==> config.mk <==
export PLATFORM = sky130hd
export DESIGN_NAME = mem_map_ctrl
export DESIGN_NICKNAME = d
export VERILOG_FILES = /design/src/rtl/mem_map_pkg.sv /design/src/rtl/mem_map_decode.sv /design/src/rtl/mem_map_ctrl.sv
export SDC_FILE = /design/constraint.sdc
export NUM_CORES = 1
export LEC_CHECK = 0
export CORE_MARGIN = 4
export CORE_UTILIZATION = 39
export CTS_BUF_LIST = sky130_fd_sc_hd__clkbuf_16
export CTS_CLUSTER_SIZE = 10
export DETAILED_ROUTE_END_ITERATION = 12
export GPL_TIMING_DRIVEN = 0
export PLACE_DENSITY = 0.81
export REMOVE_ABC_BUFFERS = 1
export SETUP_SLACK_MARGIN = 0.2
export SYNTH_ARGS = -nofsm -noshare
export SYNTH_HDL_FRONTEND = slang
export SYNTH_SLANG_ARGS = --single-unit
==> constraint.sdc <==
create_clock -name CLK -period 1.8 [get_ports CLK]
set_input_delay 0.27 -clock CLK [delete_from_list [all_inputs] [get_ports CLK]]
set_output_delay 0.27 -clock CLK [all_outputs]
set_load 0.05 [all_outputs]
==> src/rtl/mem_map_pkg.sv <==
// Shared types for the memory-map controller and the bus blocks that reuse its decoder.
package mem_map_pkg;

    typedef enum logic [1:0] {
        ST_IDLE,
        ST_WAIT,
        ST_DONE
    } state_t;

    typedef enum logic [1:0] {
        REG_ROM,
        REG_RAM,
        REG_IO
    } region_t;

    // Counter width able to hold the larger of the two wait values (never narrower than 1 bit).
    function automatic int waitWidth(input int romWait, input int ramWait);
        int maxWait;
        maxWait = (romWait > ramWait) ? romWait : ramWait;
        return (maxWait < 1) ? 1 : $clog2(maxWait + 1);
    endfunction

    localparam int WAIT_W = waitWidth(1, 0);

endpackage

==> src/rtl/mem_map_decode.sv <==
// Combinational address decoder: IO register address wins, then the ROM window, then RAM.
module mem_map_decode
    import mem_map_pkg::*;
#(
    parameter int              ADDR_W       = 16,
    parameter int              ROM_SEL_BITS = 3,
    parameter logic [ADDR_W-1:0] IO_ADDR    = 16'hFFFF
) (
    input  logic [ADDR_W-1:0] i_addr,
    output region_t           o_region
);

    always_comb begin
        if (i_addr == IO_ADDR) begin
            o_region = REG_IO;
        end else if (i_addr[ADDR_W-1 -: ROM_SEL_BITS] == '0) begin
            o_region = REG_ROM;
        end else begin
            o_region = REG_RAM;
        end
    end

endmodule

==> src/rtl/mem_map_ctrl.sv <==
// Memory-map controller: one access at a time through IDLE -> WAIT -> DONE, with a banked RAM
// window, a write-protected ROM window and a single bank-select register.
module mem_map_ctrl
    import mem_map_pkg::*;
#(
    parameter int                ADDR_W       = 16,
    parameter int                DATA_W       = 16,
    parameter int                ROM_SEL_BITS = 3,
    parameter int                BANK_W       = 2,
    parameter int                ROM_WAIT     = 1,
    parameter int                RAM_WAIT     = 0,
    parameter logic [ADDR_W-1:0] IO_ADDR      = 16'hFFFF
) (
    input  logic                     CLK,
    input  logic                     RST_N,
    input  logic                     REQ,
    input  logic                     WE,
    input  logic [ADDR_W-1:0]        ADDR,
    input  logic [DATA_W-1:0]        D_IN,
    output logic [DATA_W-1:0]        D_OUT,
    output logic                     ACK,
    output logic                     ERR,
    output logic [ADDR_W-1:0]        ROM_A,
    input  logic [DATA_W-1:0]        ROM_D,
    output logic [BANK_W+ADDR_W-1:0] RAM_A,
    output logic [DATA_W-1:0]        RAM_X,
    output logic                     RAM_ST,
    input  logic [DATA_W-1:0]        RAM_Q
);

    localparam int CNT_W = waitWidth(ROM_WAIT, RAM_WAIT);

    state_t              r_state;
    logic [CNT_W-1:0]    r_cnt;
    logic [ADDR_W-1:0]   r_addr;
    logic                r_we;
    logic [DATA_W-1:0]   r_data;
    region_t             r_region;
    logic [DATA_W-1:0]   r_dout;
    logic [BANK_W-1:0]   r_bank;

    region_t             w_region;
    logic [CNT_W-1:0]    w_waitLoad;

    mem_map_decode #(
        .ADDR_W      (ADDR_W),
        .ROM_SEL_BITS(ROM_SEL_BITS),
        .IO_ADDR     (IO_ADDR)
    ) u_decode (
        .i_addr  (ADDR),
        .o_region(w_region)
    );

    always_comb begin
        case (w_region)
            REG_ROM: w_waitLoad = CNT_W'(ROM_WAIT);
            REG_RAM: w_waitLoad = CNT_W'(RAM_WAIT);
            default: w_waitLoad = '0;
        endcase
    end

    // Everything the outputs depend on is latched at accept time, so bus inputs may wander mid-access.
    always_ff @(posedge CLK or negedge RST_N) begin
        if (!RST_N) begin
            r_state  <= ST_IDLE;
            r_cnt    <= '0;
            r_addr   <= '0;
            r_we     <= 1'b0;
            r_data   <= '0;
            r_region <= REG_ROM;
            r_dout   <= '0;
            r_bank   <= '0;
        end else begin
            case (r_state)
                ST_IDLE: begin
                    if (REQ) begin
                        r_addr   <= ADDR;
                        r_we     <= WE;
                        r_data   <= D_IN;
                        r_region <= w_region;
                        r_cnt    <= w_waitLoad;
                        r_state  <= ST_WAIT;
                    end
                end
                ST_WAIT: begin
                    if (r_cnt != '0) begin
                        r_cnt <= r_cnt - CNT_W'(1);
                    end else begin
                        if (!r_we) begin
                            case (r_region)
                                REG_ROM: r_dout <= ROM_D;
                                REG_RAM: r_dout <= RAM_Q;
                                default: r_dout <= DATA_W'(r_bank);
                            endcase
                        end
                        r_state <= ST_DONE;
                    end
                end
                ST_DONE: begin
                    if (r_we && (r_region == REG_IO)) begin
                        r_bank <= r_data[BANK_W-1:0];
                    end
                    r_state <= ST_IDLE;
                end
                default: r_state <= ST_IDLE;
            endcase
        end
    end

    // Handshake strobes are pure decodes of the DONE state, so reset clears them instantly.
    assign ACK    = (r_state == ST_DONE);
    assign ERR    = ACK && r_we && (r_region == REG_ROM);
    assign RAM_ST = ACK && r_we && (r_region == REG_RAM);
    assign D_OUT  = r_dout;
    assign ROM_A  = r_addr;
    assign RAM_A  = {r_bank, r_addr};
    assign RAM_X  = r_data;

endmodule

**Word level (Yosys, flattened, before mapping)**

Index checks and enable logic that the tools add are counted.

- Register bits after elaboration: 56
- Output and inout port bits: 69
- Word-level logic and storage cells: 42

- Equality and inequality tests: 7
- Reduce and logical (&&, ||, !) cells: 14
- Multiplexer cells: 10
- Bitwise gates (word level): 2
- Add/subtract/negate cells: 1

Operators with widths:

| cell | number |
|---|---|
| 16-bit case mux with 2 select lines | 1 |
| 16-bit equality test, second input constant | 1 |
| 2-bit AND reduction | 4 |
| 2-bit logical NOT | 3 |
| 2-bit two-way mux | 3 |
| 2-bit by 1-bit equality test with 1-bit output, second input constant | 2 |
| 2-bit equality test, second input constant | 2 |
| 1-bit logical AND | 4 |
| 1-bit two-way mux | 4 |
| 2-bit inequality test, second input constant | 2 |
| 2-bit case mux with 2 select lines | 1 |
| 3-bit logical NOT | 1 |
| 3-bit AND reduction | 1 |
| 1-bit NOT | 2 |
| 1-bit case mux with 2 select lines | 1 |
| 2-bit nonzero test | 1 |
| 1-bit subtractor, second input constant | 1 |

**Logic depth before layout (Yosys ltp)**

- Depth after elaboration: 7
- Gate-level depth with buffers: 5

**By module**

A second synthesis with hierarchy kept.

- Cells, all modules: 192
- Area total of the unflattened synthesis: 2508.7 µm²

Modules (own cells, without submodules):

| module | area each (µm²) | cells an instance | times used | seq. area each (µm²) |
|---|---|---|---|---|
| mem_map_ctrl | 2462.4 | 185 | 1 | 1401.3 |
| mem_map_decode | 46.3 | 7 | 1 | 0.0 |

**Worst setup path before layout**

OpenSTA, ideal clock, no wires.

- Kind: reg2out
- From: register r_region[0]
- To: output port RAM_ST
- Buffers on the path: 2
- Arrival time: 1.986 ns
- Cell stages (with the launch flop): 5
- Path slack: -0.456 ns
- Path through: dfrtp_1 -> buf_2 -> buf_2 -> inv_1 -> nor3_1

- Cells in the longest elaborated chain, start to end: 2

Ends and longest elaborated chain:

| element | line | RTL |
|---|---|---|
| start: declaration | mem_map_ctrl.sv:38 | `region_t r_region;` |
| start signal: assignment | mem_map_ctrl.sv:80 | `r_region <= w_region;` |
| 2-bit by 1-bit equality test with 1-bit output | mem_map_ctrl.sv:113 | `assign RAM_ST = ACK && r_we && (r_region == REG_RAM);` |
| 1-bit logical AND | mem_map_ctrl.sv:113 |  |
| end: declaration | mem_map_ctrl.sv:27 | `output logic RAM_ST,` |

No other way between the ends.

**Worst setup path in the final report**

- From: register r_state[0]
- To: output port RAM_ST

- Cells in the longest elaborated chain, start to end: 3

Ends and longest elaborated chain:

| element | line | RTL |
|---|---|---|
| start: declaration | mem_map_ctrl.sv:33 | `state_t r_state;` |
| start signal: assignment | mem_map_ctrl.sv:65 | `r_state <= ST_IDLE;` |
| start signal: assignment | mem_map_ctrl.sv:82 | `r_state <= ST_WAIT;` |
| start signal: assignment | mem_map_ctrl.sv:96 | `r_state <= ST_DONE;` |
| 2-bit equality test | mem_map_ctrl.sv:111 | `assign ACK = (r_state == ST_DONE);` |
| 1-bit logical AND (2 in a row) | mem_map_ctrl.sv:113 |  |

No other way between the ends.

==> results.sh <==
export IMPL_combPwrFrac=0.633
export IMPL_htreeDepth=2
export IMPL_grt_pass1_vias=2125
export IMPL_gp_congestion=0.700
export IMPL_cts_buffers=5
export IMPL_r2r_end="ROM_A[11]"
export IMPL_hold_violations=0
export IMPL_slew_headroom=0.548
export IMPL_cp_endpoint="RAM_ST"
export IMPL_grt_pass1_wl_mm=10.3
export IMPL_drv_slew=0
export IMPL_grt_util_met1=0.209
export IMPL_cts_buffer_depth=2
export IMPL_dieArea_um2=7730
export IMPL_ys_warn_count=0
export IMPL_leakage_nw=1.88
export IMPL_fin_hold_ws_ns=0.0196
export IMPL_arrival_ns=1.36
export IMPL_ys_types=22
export IMPL_status="complete, no violations"
export IMPL_netlist_area_um2=2490
export IMPL_port_buffers=136
export IMPL_initial_core_util=0.411
export IMPL_grtUsageMet3=0.0677
export IMPL_drive_gt1_frac=0.222
export IMPL_drt_antenna_violating_nets=0
export IMPL_p_switching_mw=4.53
export IMPL_hp_class="in2async"
export IMPL_ios=137
export IMPL_wl_per_cell_um=16.4
export IMPL_syn_to_final_growth_pct=62.7
export IMPL_postSynthAreaPerCell_um2=13.2
export IMPL_power_frac_seq=0.262
export IMPL_rows=28
export IMPL_finalSetupViolCount=0
export IMPL_track_usage=0.170
export IMPL_wl_mm=6.48
export IMPL_critPathRequiredTime_ns=1.53
export IMPL_tightest_slew_ns=0.678
export IMPL_nets=387
export IMPL_rsz0062_at_grt="yes"
export IMPL_ys_ff_latch=56
export IMPL_finalSetupTns_ns=0
export IMPL_grt_antenna_before_repair=0
export IMPL_synthTopCellsByArea="dfrtp_1, mux2_2, mux2i_1"
export IMPL_fin_skew_ns=0.00356
export IMPL_drc_errors=0
export IMPL_clk_pin_slew_ns=0.07
export IMPL_met2_usage=0.285
export IMPL_grt_overflow=0
export IMPL_power_mw=8.73
export IMPL_maxCapViolCount=0
export IMPL_cts_tree="yes"
export IMPL_die_h_um=87.9
export IMPL_yosys_area_top_type="dfrtp_1"
export IMPL_firstDrtPassIters=4
export IMPL_busiest_layer="met2"
export IMPL_powerDensity_nw_per_um2=2150
export IMPL_clock_root_buffer="clkbuf_16"
export IMPL_period_needed_ns=1.63
export IMPL_dp_hpwl_mm=4.85
export IMPL_worstSetupStartpoint="r_state[0]"
export IMPL_cts_hold_buf=0
export IMPL_timing_fmax_mhz=612
export IMPL_regToRegStartpoint="r_state[0]"
export IMPL_die_w_um=87.9
export IMPL_start_kind="register"
export IMPL_vdd_ir_drop_max_uv=1510
export IMPL_worstSetupEndpointType="output pin"
export IMPL_p_int_mw=4.20
export IMPL_criticalPathCategory="reg2out"
export IMPL_post_route_period_util=0.908
export IMPL_fin_ws_ns=0.166
export IMPL_synth_cells=189
export IMPL_rr_worst_depth=5
export IMPL_swShare=0.519
export IMPL_insertion_delay_ns=0.29
export IMPL_core_region_area_um2=6060
export IMPL_via_per_inst=4.90
export IMPL_pwr_share_clk=0.106
export IMPL_clock_sinks=56
export IMPL_grt_max_degree=30
export IMPL_synth_top_area_share=0.563
export IMPL_yosysSeqAreaShare=0.563
export IMPL_num_antenna_cells=0
export IMPL_pre_cts_ws_ns=-0.679
export IMPL_r2r_slack_ns=0.22
export IMPL_vias=1935
export IMPL_drt_iter0_drc=40
export IMPL_crit_fanout=5
-- layout by cell type, fill, tap and decap left out, types with 3 or more instances in the layout --
| cell type | count |
|---|---|
| buf_4 | 7 |
| dlygate4sd2_1 | 66 |
| mux2_2 | 27 |
| o31ai_1 | 15 |
| mux2_4 | 11 |
| clkbuf_16 | 5 |
| dfrtp_1 | 52 |
| mux2i_1 | 17 |
| buf_6 | 3 |
| dfrtp_2 | 3 |
| inv_1 | 4 |
| buf_12 | 4 |
| or4b_4 | 3 |
| clkdlybuf4s50_1 | 66 |
| nand4_1 | 4 |
| nand2_1 | 16 |
-- worst max-delay path, cell delays in order (launching register included) --
cell and delay (ns):
dfrtp_2 0.45, nand3b_1 0.25, nor3_2 0.16, buf_4 0.22
-- how the worst min path moves through the flow --
stage	to	startpoint	slack, ns
2_1_floorplan	D_OUT[0]	RST_N	-0.03
3_3_place_gp	D_OUT[9]	D_OUT[9]	0.46
3_5_place_dp	D_OUT[15]	RST_N	0.35
4_1_cts	D_OUT[15]	RST_N	0.04
5_1_grt	r_cnt	RST_N	0.07
6_report	D_OUT[11]	RST_N	0.02
-- what timing repair did --
| action | 4_1_cts | 5_1_grt |
|---|---|---|
| pin swaps | 2 | 2 |
| endpoints found under the setup margin | 105 | 26 |
| buffers inserted | 5 | 3 |
| hold endpoints to repair | 0 | 0 |
| resized for setup | 91 | 19 |
| cloned | 2 | 0 |
-- synth_stat cells (all sizes together) --
| master | number |
|---|---|
| or4b | 1 |
| nand4 | 4 |
| buf | 24 |
| o221a | 1 |
| o22ai | 1 |
| clkbuf | 3 |
| mux2i | 17 |
| nor3b | 2 |
| dfrtp | 56 |
| mux2 | 38 |
| nand2 | 16 |
| o21ai | 2 |
| o31ai | 15 |
| nor2 | 1 |
| nor2b | 1 |
| nor3 | 3 |
| nor4 | 1 |
| inv | 2 |
| nand3b | 1 |
-- state kept, by name (all words and copies together), names as in the netlist --
signal and count:
r_state 2, D_OUT 16, r_bank 2, ROM_A 16, r_region 2, r_cnt 1
RAM_X 16, r_we 1
-- final cells by class --
class | instances | area, µm²
clock buffers | 5 | 125
clock inverters | 3 | 11.3
fillers | 510 | 2010
inverters | 2 | 7.51
multi-input cells | 106 | 992
flip-flops and latches | 56 | 1410
well taps | 75 | 93.8
repair buffers | 148 | 1420
-- cell families after synthesis --
group	after synthesis	share of synthesized area
simple gates	30	0.0613
buf+inv	29	0.0768
flops	56	0.563
mux	55	0.243
compound gates	19	0.0563
-- power groups by stage --
stage          Sequential (mW)  Clock, mW  Combinational, mW
6_report                  2.28      0.922               5.52
5_1_grt                   2.39      0.997               5.79
4_1_cts                   2.29      0.940               5.36
3_5_place_dp              2.38          0               5.69
3_3_place_gp              2.34          0               5.55
2_1_floorplan             4.90          0               1.13
-- routing by layer --
metal / part of all wire / up-vias
met4: 0.0082 / 0
li1: - / 917
met3: 0.11 / 7
met2: 0.49 / 91
met5: 0 / -
met1: 0.39 / 920
-- through the flow --
step / utilization / instance area (µm²) / instances
2_1_floorplan: - / 2310 / 162
3_3_place_gp: 0.621 / 3760 / 373
3_5_place_dp: 0.630 / 3820 / 377
4_1_cts: 0.649 / 3930 / 392
5_1_grt: 0.669 / 4050 / 395
6_report: 0.669 / 4050 / 395
(Power assumes the default switching activity.)
